File: config.mk
export PLATFORM = sky130hd
export DESIGN_NAME = spart_rx_intf_flat
export DESIGN_NICKNAME = d
export VERILOG_FILES = /design/src/rtl/spart_pkg.sv /design/src/rtl/spart_rx_intf_if.sv /design/src/rtl/spart_rx_intf_sync_fifo.sv /design/src/rtl/spart_rx_intf.sv /design/src/flat_wrapper.sv
export SDC_FILE = /design/constraint.sdc
export NUM_CORES = 1
export LEC_CHECK = 0
export ABC_CLOCK_PERIOD_IN_PS = 8170
export CAP_MARGIN = 5
export CORE_MARGIN = 3
export CORE_UTILIZATION = 59
export DETAILED_ROUTE_END_ITERATION = 16
export PLACE_DENSITY = 0.81
export SYNTH_ARGS = -nofsm -noshare
export SYNTH_HDL_FRONTEND = slang
export SYNTH_SLANG_ARGS = --single-unit
File: constraint.sdc
create_clock -name clk -period 8.17 [get_ports clk]
set_clock_uncertainty 0.1 [all_clocks]
set_input_delay 2.451 -clock clk [delete_from_list [all_inputs] [get_ports clk]]
set_output_delay 2.451 -clock clk [all_outputs]
set_load 0.1 [all_outputs]
File: src/rtl/spart_pkg.sv
// Shared definitions for the SPART receive interface.
//   BAUD_W        width of the baud divisor
//   ADDR_*        I/O bus register addresses
//   cap_state_t   receiver capture FSM states
//   pack_status   builds the status register byte
package spart_pkg;

   localparam int unsigned BAUD_W = 13;

   localparam logic [1:0] ADDR_RXD  = 2'b00;
   localparam logic [1:0] ADDR_STAT = 2'b01;
   localparam logic [1:0] ADDR_DBL  = 2'b10;
   localparam logic [1:0] ADDR_DBH  = 2'b11;

   typedef enum logic {
      CAP_IDLE,
      CAP_WAIT
   } cap_state_t;

   function automatic logic [7:0] pack_status(input logic ovr, input logic [4:0] cnt);
      return {2'b00, ovr, cnt};
   endfunction

endpackage

File: src/rtl/spart_rx_intf_if.sv
// Processor I/O bus of the SPART receive interface.
//   iocs    chip select for an access this cycle
//   iorw    1 = read, 0 = write
//   ioaddr  register select
//   wdata   write data
//   rdata   read data (combinational)
//   rda     receive data available
interface spart_rx_intf_if;
   logic       iocs;
   logic       iorw;
   logic [1:0] ioaddr;
   logic [7:0] wdata;
   logic [7:0] rdata;
   logic       rda;

   modport master (output iocs, iorw, ioaddr, wdata, input rdata, rda);
   modport slave  (input iocs, iorw, ioaddr, wdata, output rdata, rda);
endinterface

File: src/rtl/spart_rx_intf_sync_fifo.sv
// Synchronous circular FIFO with first-word fall-through output.
//   clk, rst  clock, synchronous active-high reset
//   push      write din (accepted when not full, or when a pop frees a slot)
//   pop       advance head (ignored when empty)
//   din/dout  write data / head of queue
//   full, empty, count (0..DEPTH)
module sync_fifo #(
   parameter int unsigned WIDTH = 8,
   parameter int unsigned DEPTH = 8
) (
   input  logic                         clk,
   input  logic                         rst,
   input  logic                         push,
   input  logic                         pop,
   input  logic [WIDTH-1:0]             din,
   output logic [WIDTH-1:0]             dout,
   output logic                         full,
   output logic                         empty,
   output logic [$clog2(DEPTH+1)-1:0]   count
);

   localparam int unsigned AW = $clog2(DEPTH);
   localparam int unsigned CW = $clog2(DEPTH+1);

   logic [WIDTH-1:0] mem [DEPTH];
   logic [AW-1:0]    rd_ptr;
   logic [AW-1:0]    wr_ptr;
   logic             do_push;
   logic             do_pop;

   assign empty = (count == '0);
   assign full  = (count == CW'(DEPTH));
   assign dout  = mem[rd_ptr];

   // A pop on a full FIFO frees the slot the simultaneous push lands in.
   assign do_pop  = pop & ~empty;
   assign do_push = push & (~full | do_pop);

   always_ff @(posedge clk) begin
      if (do_push) mem[wr_ptr] <= din;
   end

   always_ff @(posedge clk) begin
      if (rst) begin
         rd_ptr <= '0;
         wr_ptr <= '0;
         count  <= '0;
      end else begin
         if (do_push) wr_ptr <= wr_ptr + AW'(1);
         if (do_pop)  rd_ptr <= rd_ptr + AW'(1);
         case ({do_push, do_pop})
            2'b10:   count <= count + CW'(1);
            2'b01:   count <= count - CW'(1);
            default: count <= count;
         endcase
      end
   end

endmodule

File: src/rtl/spart_rx_intf.sv
// Processor-side receive interface of the SPART: captures bytes from the
// UART receiver into a FIFO, serves them on the I/O bus, and owns the baud
// divisor and overrun flag.
//   clk, rst   clock, synchronous active-high reset
//   bus        processor I/O bus (slave side)
//   rx_data    byte from the receiver, qualified by rdy
//   rdy        receiver byte-valid (level or pulse)
//   clr_rdy    registered one-cycle acknowledge to the receiver
//   baud_rate  divisor driven to the receiver
//   overrun    sticky: a byte was dropped on a full FIFO
module spart_rx_intf
   import spart_pkg::*;
#(
   parameter int unsigned        DEPTH        = 8,
   parameter logic [BAUD_W-1:0]  BAUD_DEFAULT = 13'd5208
) (
   input  logic               clk,
   input  logic               rst,
   spart_rx_intf_if.slave     bus,
   input  logic [7:0]         rx_data,
   input  logic               rdy,
   output logic               clr_rdy,
   output logic [BAUD_W-1:0]  baud_rate,
   output logic               overrun
);

   localparam int unsigned CW = $clog2(DEPTH+1);

   cap_state_t     state_q;
   cap_state_t     state_d;
   logic           capture;
   logic           drop;
   logic           rd_en;
   logic           wr_en;
   logic           pop_req;
   logic [7:0]     fifo_dout;
   logic           fifo_full;
   logic           fifo_empty;
   logic [CW-1:0]  fifo_count;

   assign rd_en   = bus.iocs &  bus.iorw;
   assign wr_en   = bus.iocs & ~bus.iorw;
   assign pop_req = rd_en & (bus.ioaddr == ADDR_RXD);

   // A full FIFO still accepts the byte if a pop happens in the same cycle.
   assign drop = capture & fifo_full & ~pop_req;

   sync_fifo #(
      .WIDTH (8),
      .DEPTH (DEPTH)
   ) u_fifo (
      .clk   (clk),
      .rst   (rst),
      .push  (capture),
      .pop   (pop_req),
      .din   (rx_data),
      .dout  (fifo_dout),
      .full  (fifo_full),
      .empty (fifo_empty),
      .count (fifo_count)
   );

   // Capture FSM: one push per rdy assertion regardless of its length.
   always_ff @(posedge clk) begin
      if (rst) state_q <= CAP_IDLE;
      else     state_q <= state_d;
   end

   always_comb begin
      state_d = state_q;
      capture = 1'b0;
      case (state_q)
         CAP_IDLE: begin
            if (rdy) begin
               capture = 1'b1;
               state_d = CAP_WAIT;
            end
         end
         CAP_WAIT: begin
            if (!rdy) state_d = CAP_IDLE;
         end
         default: state_d = CAP_IDLE;
      endcase
   end

   always_ff @(posedge clk) begin
      if (rst) clr_rdy <= 1'b0;
      else     clr_rdy <= capture;
   end

   // Baud halves load independently; software writes both.
   always_ff @(posedge clk) begin
      if (rst) begin
         baud_rate <= BAUD_DEFAULT;
      end else if (wr_en) begin
         if (bus.ioaddr == ADDR_DBL) baud_rate[7:0]  <= bus.wdata;
         if (bus.ioaddr == ADDR_DBH) baud_rate[12:8] <= bus.wdata[4:0];
      end
   end

   // Set-dominant over the status-write clear.
   always_ff @(posedge clk) begin
      if (rst)                                      overrun <= 1'b0;
      else if (drop)                                overrun <= 1'b1;
      else if (wr_en && bus.ioaddr == ADDR_STAT)    overrun <= 1'b0;
   end

   always_comb begin
      bus.rdata = '0;
      if (rd_en) begin
         case (bus.ioaddr)
            ADDR_RXD:  bus.rdata = fifo_empty ? 8'h00 : fifo_dout;
            ADDR_STAT: bus.rdata = pack_status(overrun, 5'(fifo_count));
            ADDR_DBL:  bus.rdata = baud_rate[7:0];
            ADDR_DBH:  bus.rdata = {3'b000, baud_rate[12:8]};
            default:   bus.rdata = '0;
         endcase
      end
   end

   assign bus.rda = ~fifo_empty;

endmodule

File: src/flat_wrapper.sv
// flat-port wrapper written by rule: the top's interface ports become plain ports
module spart_rx_intf_flat import spart_pkg::*;
#(
   parameter int unsigned        DEPTH        = 8,
   parameter logic [BAUD_W-1:0]  BAUD_DEFAULT = 13'd5208
)
  (clk, rst, rx_data, rdy, clr_rdy, baud_rate, overrun, bus_iocs, bus_iorw, bus_ioaddr, bus_wdata, bus_rdata, bus_rda);
  spart_rx_intf_if bus_i ();
  input  logic clk;
  input  logic rst;
  input  logic [7:0] rx_data;
  input  logic rdy;
  output logic clr_rdy;
  output logic [BAUD_W-1:0] baud_rate;
  output logic overrun;
  input wire logic [$bits(bus_i.iocs)-1:0] bus_iocs;
  input wire logic [$bits(bus_i.iorw)-1:0] bus_iorw;
  input wire logic [$bits(bus_i.ioaddr)-1:0] bus_ioaddr;
  input wire logic [$bits(bus_i.wdata)-1:0] bus_wdata;
  output wire logic [$bits(bus_i.rdata)-1:0] bus_rdata;
  output wire logic [$bits(bus_i.rda)-1:0] bus_rda;
  assign bus_i.iocs = bus_iocs;
  assign bus_i.iorw = bus_iorw;
  assign bus_i.ioaddr = bus_ioaddr;
  assign bus_i.wdata = bus_wdata;
  assign bus_rdata = bus_i.rdata;
  assign bus_rda = bus_i.rda;
  spart_rx_intf #(.DEPTH(DEPTH), .BAUD_DEFAULT(BAUD_DEFAULT)) u_core (.clk(clk), .rst(rst), .bus(bus_i), .rx_data(rx_data), .rdy(rdy), .clr_rdy(clr_rdy), .baud_rate(baud_rate), .overrun(overrun));
endmodule
==> tab_implementation.tex, run 1 <==
\begin{tabular}{lr}
\hline
Metric & Value \\
\hline
\multicolumn{2}{l}{\textbf{Synthesis}} \\
\quad Yosys top cell area share & 48.8\% \\
\quad Top\_reg\_cell synth & sky130\_fd\_sc\_hd\_\_edfxtp\_1 \\
\quad Count of flip-flops with a built-in enable after synthesis & 64 \\
\quad Mapped Avg Cell Area & 14.3 um2 \\
\quad Total number of yosys warnings & 0 \\
\quad Leading cell types by total area after synthesis & sky130\_fd\_sc\_hd\_\_edfxtp\_1, sky130\_fd\_sc\_hd\_\_dfxtp\_1, sky130\_fd\_sc\_hd\_\_mux4\_1 \\
\quad Net Count, Synth & 302 \\
\quad Synthesized flop and latch total & 93 \\
\quad Number of distinct library cell variants in the gate-level netlist after synthesis & 40 \\
\quad Dominant cell by count in the synthesized netlist & sky130\_fd\_sc\_hd\_\_edfxtp\_1 \\
\quad Seq/Total Area, Yosys & 63.6\% \\
\quad Top post-synthesis cells by count & sky130\_fd\_sc\_hd\_\_edfxtp\_1, sky130\_fd\_sc\_hd\_\_nand2\_1, sky130\_fd\_sc\_hd\_\_dfxtp\_1 \\
\quad Netlist area before placement & 0.00394 mm2 \\
\quad Share of async-settable or async-resettable flops after synthesis & 0\% \\
\quad Largest area contributor in the synthesized netlist & sky130\_fd\_sc\_hd\_\_edfxtp\_1 \\
\quad Mapped Cells & 276 \\
\multicolumn{2}{l}{\textbf{Drt}} \\
\quad Detailed-route via count & 2396 \\
\quad Routed via count divided by cell count & 5.93 \\
\quad DRC Markers & 0 \\
\quad Routed wirelength normalized by instance count & 19.1 um \\
\quad Violation count after the first detailed-route iteration & 195 \\
\quad Number of nets still failing antenna checks after routing & 0 \\
\quad DRT Wirelength & 7.71 mm \\
\quad Number of iterations in the first detailed-routing pass & 5 \\
\multicolumn{2}{l}{\textbf{Setup path}} \\
\quad Worst path max stage delay & 0.63 ns \\
\quad Cell class contributing the biggest share of worst-path delay & buffers and inverters \\
\quad Worst flop-to-flop path startpoint & u\_core.u\_fifo.count[0] \\
\quad Setup crit start & bus\_ioaddr[0] \\
\quad Critical path fanouts, max & 13 \\
\quad Class of the most critical setup path & primary input to primary output \\
\quad Chain of cells forming the critical path & clkdlybuf4s50\_1 > nand4bb\_1 > o32ai\_1 > buf\_4 \\
\quad Critical path data arrival time & 4.46 ns \\
\quad Sort of element at the end of the critical path & primary output \\
\quad Launching element type of the critical path & primary input \\
\quad Required time worst endpoint & 5.62 ns \\
\quad Buffers plus inverters on the worst setup path & 2 \\
\quad Crit path max-delay cell type & sky130\_fd\_sc\_hd\_\_clkdlybuf4s50\_1 \\
\multicolumn{2}{l}{\textbf{Layout}} \\
\quad Antenna fix cells & 0 \\
\quad Share of the core filled with cells in the final layout & 71.7\% \\
\quad Cell Count, Final, Fillers Out & 404 \\
\quad Final net count & 348 \\
\quad Synthesis-to-finish area growth & 16.9\% \\
\quad Share of final-layout standard cells stronger than drive strength 1 & 13.8\% \\
\multicolumn{2}{l}{\textbf{STA}} \\
\quad Shortest period the worst path allows & 7.01 ns \\
\quad Final setup violation count & 0 \\
\quad Post-route setup slack & 1.16 ns \\
\quad Actual transition at the worst max-transition pin & 1.01 ns \\
\quad Max Fclk & 143 MHz \\
\quad Worst slew margin relative to its limit & 32.4\% \\
\quad Fraction of the cycle the final worst path needs & 85.8\% \\
\quad Setup repair after global routing missed its margin & no \\
\quad Total negative slack for setup checks & 0 ns \\
\quad Final number of max-transition violations & 0 \\
\quad Hold Vio Cnt, Final & 0 \\
\multicolumn{2}{l}{\textbf{Clock network}} \\
\quad Clk sinks & 93 \\
\quad Hold buffers post-CTS & 0 \\
\quad Cts bufs inserted & 9 \\
\quad Clock latency at the later pin of the worst-skew pair & 0.34 ns \\
\quad Clock tree root driver cell & sky130\_fd\_sc\_hd\_\_clkbuf\_8 \\
\quad Clock tree from TritonCTS & done \\
\quad Number of H-tree branching levels & 3 \\
\quad Maximum clock path buffer count & 2 \\
\quad Clock input transition at the sequential cells of the worst setup and hold paths & 0.11 ns \\
\quad Gates resized, CTS repair & 0 \\
\quad Setup fix buffers added after clock tree synthesis & 0 \\
\multicolumn{2}{l}{\textbf{Power}} \\
\quad Power density of the placed cells & 199 mW/mm2 \\
\quad Relative contribution of combinational cells to total power & 10.5\% \\
\quad Power Total & 0.914 mW \\
\quad Max IR drop VDD & 0.000151 V \\
\quad Net switching power & 0.246 mW \\
\quad Part of the power in the clock network & 32.5\% \\
\quad Static Leakage & 1.59 nW \\
\quad Switching fraction of total power & 26.9\% \\
\quad Internal power summed over all cells & 0.668 mW \\
\quad Flop pwr share & 57.0\% \\
\multicolumn{2}{l}{\textbf{Floorplan}} \\
\quad Effective utilization at floorplan & 61.3\% \\
\quad CORE AREA & 0.00642 mm2 \\
\quad Num rows & 29 \\
\quad Count of boundary I/O pins & 47 \\
\quad Die Ht & 87.7 um \\
\quad Die Footprint & 0.00769 mm2 \\
\quad DIE WIDTH & 87.7 um \\
\multicolumn{2}{l}{\textbf{Placed design}} \\
\quad Port Buffers & 46 \\
\quad HPWL after DPL & 5.27 mm \\
\quad Pre-CTS setup slack & 1.16 ns \\
\quad Cell Count Post-Placement & 388 \\
\quad RD Place Congestion & 0.932 \\
\multicolumn{2}{l}{\textbf{Global routing}} \\
\quad Antenna violations before repair & 0 \\
\quad First-pass GRT wire length & 11.8 mm \\
\quad Total grt overflow & 0 \\
\quad Via count of the first global-routing pass & 2291 \\
\quad Aggregate global-route resource usage & 20.9\% \\
\quad Pin count of the biggest net entering global routing & 31 \\
\multicolumn{2}{l}{\textbf{Outcome}} \\
\quad Outcome & completed \\
\multicolumn{2}{l}{\textbf{Flow run}} \\
\quad Max-capacitance violation count & 0 \\
\multicolumn{2}{l}{\textbf{Worst hold path}} \\
\quad Worst hold path startpoint & u\_core.baud\_rate[0] \\
\quad Path category of the worst min-delay check & flop to flop \\
\hline
\end{tabular}
-- metrics by stage --
step / cell area, um2 / hold WS [ns]
after global routing: 4600 / 0.410
after global placement: 4410 / 0.363
after floorplan: 3940 / 0.372
after CTS: 4600 / 0.380
final: 4600 / 0.383
after detailed placement: 4410 / 0.366
-- path summary, 6_finish.rpt --
| kind | cells past startpoint | slack, ns | end |
|---|---|---|---|
| worst max-delay path | 4 | 1.16 | bus_rdata[6] |
| worst max register to register | 4 | 5.69 | u_core.u_fifo.mem[2][5] |
| worst min-delay path | 2 | 0.38 | u_core.baud_rate[0] |
| worst min register to register | 2 | 0.38 | u_core.baud_rate[0] |
-- cells by family after synthesis --
family,count (synthesis),share of synthesized area (%)
flops,93,63.6
buf+inv,19,2.93
xor+xnor,7,1.56
mux,33,14.8
compound gates,32,5.50
fa+ha+maj,3,0.954
simple gates,89,10.6
-- registers in the layout, indices dropped and copies added, names as in the netlist, named ones only --
signal / cells
u_core.baud_rate: 13
u_core.clr_rdy: 1
u_core.overrun: 1
u_core.state_q: 1
u_core.u_fifo.count: 4
u_core.u_fifo.mem: 64
u_core.u_fifo.rd_ptr: 3
u_core.u_fifo.wr_ptr: 3
-- final cells by class --
type	instances	area, um2
multi-input cells	164	1320
inverters	4	15.0
clock buffers	9	124
repair buffers	50	470
clock inverters	7	71.3
flip-flops and latches	93	2500
fillers	426	1820
well taps	77	96.3
-- worst min-delay path: cells and delay by family, from the launching register on --
kind | cells | cell delay (ns)
flops | 1 | 0.34
compound gates | 1 | 0.05
simple gates | 1 | 0.06
-- placed cells by master, fill, tap and decap left out, types with 4 or more instances in the layout --
cell type and instances:
sky130_fd_sc_hd__a21oi_1 14, sky130_fd_sc_hd__a222oi_1 4, sky130_fd_sc_hd__buf_4 12, sky130_fd_sc_hd__clkbuf_8 9, sky130_fd_sc_hd__clkdlybuf4s50_1 38, sky130_fd_sc_hd__dfxtp_1 29
sky130_fd_sc_hd__edfxtp_1 64, sky130_fd_sc_hd__inv_1 4, sky130_fd_sc_hd__inv_8 4, sky130_fd_sc_hd__mux2_2 10, sky130_fd_sc_hd__mux2i_1 7, sky130_fd_sc_hd__mux4_1 11
sky130_fd_sc_hd__mux4_2 5, sky130_fd_sc_hd__nand2_1 32, sky130_fd_sc_hd__nand3b_1 4, sky130_fd_sc_hd__nor2_1 25, sky130_fd_sc_hd__nor2b_1 5, sky130_fd_sc_hd__nor3_1 7
sky130_fd_sc_hd__xnor2_1 4
-- per-layer routing --
metal | global-route usage [%] | wire length, um | share of wire [%] | vias up
met3 | 3.95 | 471 | 6.1 | 2
met2 | 34.8 | 3880 | 50 | 78
met4 | 7.11 | 26 | 0.34 | 0
met1 | 27.7 | 3330 | 43 | 1173
met5 | 0 | 0 | 0 | -
li1 | - | - | - | 1143
-- power by group through the flow --
stage | Clock [mW] | Sequential (mW) | Combinational, mW
6_report | 0.297 | 0.521 | 0.0963
3_5_place_dp | 0 | 0.532 | 0.0963
2_1_floorplan | 0 | 0.542 | 0.0530
4_1_cts | 0.302 | 0.521 | 0.0967
5_1_grt | 0.324 | 0.522 | 0.103
3_3_place_gp | 0 | 0.531 | 0.0945
Power figures use the tool's default switching activity.
==> inputs of run 2 (changes only) <==
--- a/config.mk
+++ b/config.mk
@@ -5,6 +5,7 @@
 export SDC_FILE = /design/constraint.sdc
 export NUM_CORES = 1
 export LEC_CHECK = 0
+export ABC_AREA = 0
 export ABC_CLOCK_PERIOD_IN_PS = 8170
 export CAP_MARGIN = 5
 export CORE_MARGIN = 3
==> results of run 2 <==
No change in the layout: final DEF, timing and power equal those of run 1.
==> inputs of run 3 (changes only) <==
--- a/config.mk
+++ b/config.mk
@@ -11,7 +11,9 @@
 export CORE_MARGIN = 3
 export CORE_UTILIZATION = 59
 export DETAILED_ROUTE_END_ITERATION = 16
+export HOLD_SLACK_MARGIN = 0.06
 export PLACE_DENSITY = 0.81
+export SLEW_MARGIN = 25
 export SYNTH_ARGS = -nofsm -noshare
 export SYNTH_HDL_FRONTEND = slang
 export SYNTH_SLANG_ARGS = --single-unit
==> run 3 against run 2 <==
  * Sequential share of layout area increased by 0.059 points
  * Sequential power hardly changed
  * Clock power hardly changed
  * Clock-buffer cell count unchanged
  * Routed wire length about the same
  * Worst hold slack is essentially flat
  * Core utilization is 0.078 points lower
  * Largest cell class unchanged
  * Largest power group unchanged
==> tab_implementation.tex, run 3 (same netlist as run 1, synthesis figures left out) <==
\begin{tabular}{lr}
\hline
Metric & Value \\
\hline
\multicolumn{2}{l}{\textbf{Clock network}} \\
\quad Hold buffers post-CTS & 0 \\
\quad Setup fix buffers added after clock tree synthesis & 0 \\
\quad Clock tree root driver cell & sky130\_fd\_sc\_hd\_\_clkbuf\_8 \\
\quad Cts bufs inserted & 9 \\
\quad Clock latency at the later pin of the worst-skew pair & 0.35 ns \\
\quad Clock tree from TritonCTS & done \\
\quad Clk sinks & 93 \\
\quad Gates resized, CTS repair & 0 \\
\quad Maximum clock path buffer count & 2 \\
\quad Clock input transition at the sequential cells of the worst setup and hold paths & 0.10 ns \\
\quad Number of H-tree branching levels & 3 \\
\multicolumn{2}{l}{\textbf{Flow run}} \\
\quad Max-capacitance violation count & 0 \\
\multicolumn{2}{l}{\textbf{Global routing}} \\
\quad Pin count of the biggest net entering global routing & 31 \\
\quad Antenna violations before repair & 0 \\
\quad Aggregate global-route resource usage & 20.9\% \\
\quad Total grt overflow & 0 \\
\quad First-pass GRT wire length & 11.8 mm \\
\quad Via count of the first global-routing pass & 2291 \\
\multicolumn{2}{l}{\textbf{Worst hold path}} \\
\quad Path category of the worst min-delay check & flop to flop \\
\multicolumn{2}{l}{\textbf{Outcome}} \\
\quad Outcome & completed \\
\multicolumn{2}{l}{\textbf{Floorplan}} \\
\quad Die Footprint & 0.00769 mm2 \\
\quad Die Ht & 87.7 um \\
\quad Count of boundary I/O pins & 47 \\
\quad DIE WIDTH & 87.7 um \\
\quad Num rows & 29 \\
\quad Effective utilization at floorplan & 61.3\% \\
\quad CORE AREA & 0.00642 mm2 \\
\multicolumn{2}{l}{\textbf{Drt}} \\
\quad Routed via count divided by cell count & 5.88 \\
\quad Routed wirelength normalized by instance count & 19.1 um \\
\quad DRT Wirelength & 7.71 mm \\
\quad Number of iterations in the first detailed-routing pass & 5 \\
\quad Violation count after the first detailed-route iteration & 195 \\
\quad Number of nets still failing antenna checks after routing & 0 \\
\quad DRC Markers & 0 \\
\quad Detailed-route via count & 2374 \\
\multicolumn{2}{l}{\textbf{Layout}} \\
\quad Share of final-layout standard cells stronger than drive strength 1 & 14.1\% \\
\quad Design Area, Final & 0.00460 mm2 \\
\quad Leading cell types in the layout, fill and taps excluded & sky130\_fd\_sc\_hd\_\_edfxtp\_1, sky130\_fd\_sc\_hd\_\_clkdlybuf4s50\_1, sky130\_fd\_sc\_hd\_\_nand2\_1 \\
\quad Largest regs & u\_core.u\_fifo.mem x64, u\_core.baud\_rate x13, u\_core.u\_fifo.count x4 \\
\quad Share of the core filled with cells in the final layout & 71.6\% \\
\quad Final net count & 348 \\
\quad Reg area & 0.00250 mm2 \\
\quad Antenna fix cells & 0 \\
\quad Multi-input combinational cell area & 0.00132 mm2 \\
\quad Synthesis-to-finish area growth & 16.8\% \\
\quad Filler cell count & 427 \\
\quad Most flops, register & u\_core.u\_fifo.mem \\
\quad Most common library cell in the layout ignoring fill and taps & sky130\_fd\_sc\_hd\_\_edfxtp\_1 \\
\quad Number of flip-flops under the largest register name & 64 \\
\multicolumn{2}{l}{\textbf{STA}} \\
\quad Worst slew margin relative to its limit & 34.8\% \\
\quad Max Fclk & 143 MHz \\
\quad Actual transition at the worst max-transition pin & 0.975 ns \\
\quad Hold Vio Cnt, Final & 0 \\
\quad Setup repair after global routing missed its margin & no \\
\quad Final setup violation count & 0 \\
\quad Fraction of the cycle the final worst path needs & 85.8\% \\
\quad Total negative slack for setup checks & 0 ns \\
\quad Shortest period the worst path allows & 7.01 ns \\
\quad Final number of max-transition violations & 0 \\
\multicolumn{2}{l}{\textbf{Placed design}} \\
\quad HPWL after DPL & 5.27 mm \\
\quad Cell area reported after detailed placement & 0.00441 mm2 \\
\quad Port Buffers & 46 \\
\quad RD Place Congestion & 0.932 \\
\multicolumn{2}{l}{\textbf{Power}} \\
\quad Relative contribution of combinational cells to total power & 10.5\% \\
\quad Internal power summed over all cells & 0.668 mW \\
\quad Max IR drop VDD & 0.000151 V \\
\quad Switching fraction of total power & 27.0\% \\
\quad Power density of the placed cells & 199 mW/mm2 \\
\quad Flop pwr share & 57.0\% \\
\quad Net switching power & 0.247 mW \\
\quad Static Leakage & 1.59 nW \\
\quad Part of the power in the clock network & 32.5\% \\
\multicolumn{2}{l}{\textbf{Setup path}} \\
\quad Required time worst endpoint & 5.62 ns \\
\quad Crit path max-delay cell type & sky130\_fd\_sc\_hd\_\_clkdlybuf4s50\_1 \\
\quad Class of the most critical setup path & primary input to primary output \\
\quad Sort of element at the end of the critical path & primary output \\
\quad Worst path max stage delay & 0.63 ns \\
\quad Cell class contributing the biggest share of worst-path delay & buffers and inverters \\
\quad Critical path fanouts, max & 13 \\
\quad Launching element type of the critical path & primary input \\
\quad Buffers plus inverters on the worst setup path & 2 \\
\quad Critical path data arrival time & 4.46 ns \\
\quad Chain of cells forming the critical path & clkdlybuf4s50\_1 > nand4bb\_1 > o32ai\_1 > buf\_4 \\
\hline
\end{tabular}
-- run 3: final timing paths --
| path | from | end | slack [ns] | cells after the start |
|---|---|---|---|---|
| worst min-delay path | u_core.baud_rate[0] | u_core.baud_rate[0] | 0.38 | 2 |
| worst max-delay path | bus_ioaddr[0] | bus_rdata[6] | 1.16 | 4 |
| worst min register to register | u_core.baud_rate[0] | u_core.baud_rate[0] | 0.38 | 2 |
| worst max register to register | u_core.u_fifo.count[0] | u_core.u_fifo.mem[3][5] | 5.70 | 4 |
-- run 3: per-layer routing --
metal  wire length (um)  global-route usage [%]  vias to the layer above
met4                 26                    7.11                        0
met2               3860                    34.8                       79
met3                511                    3.95                        2
met5                  0                       0                        -
li1                   -                       -                     1144
met1               3310                    27.7                     1149
-- run 3: power groups by stage --
stage | combinational, mW | sequential (mW) | clock, mW
after global routing | 0.103 | 0.522 | 0.324
final | 0.0961 | 0.521 | 0.298
after floorplan | 0.0530 | 0.542 | 0
after detailed placement | 0.0963 | 0.532 | 0
after global placement | 0.0945 | 0.531 | 0
after CTS | 0.0967 | 0.521 | 0.302
-- run 3: final cells by class --
type	instances	area share (%)
flip-flops and latches	93	54.4
clock buffers	9	2.69
clock inverters	7	1.55
repair buffers	50	10.1
multi-input cells	164	28.8
well taps	77	2.10
inverters	4	0.327
-- run 3: tightest hold or removal path, cell delays in order (launching register included) --
cell                      delay (ns)
sky130_fd_sc_hd__dfxtp_1        0.34
sky130_fd_sc_hd__nand2_1        0.06
sky130_fd_sc_hd__a21oi_1        0.05
-- run 3: metrics by stage --
step	setup slack, ns	instances	total power [mW]	hold slack [ns]
2_1_floorplan	0.255	276	0.595	0.372
3_3_place_gp	1.23	388	0.625	0.363
3_5_place_dp	1.16	388	0.628	0.366
4_1_cts	1.15	404	0.920	0.380
5_1_grt	0.990	404	0.949	0.410
6_report	1.16	404	0.915	0.383
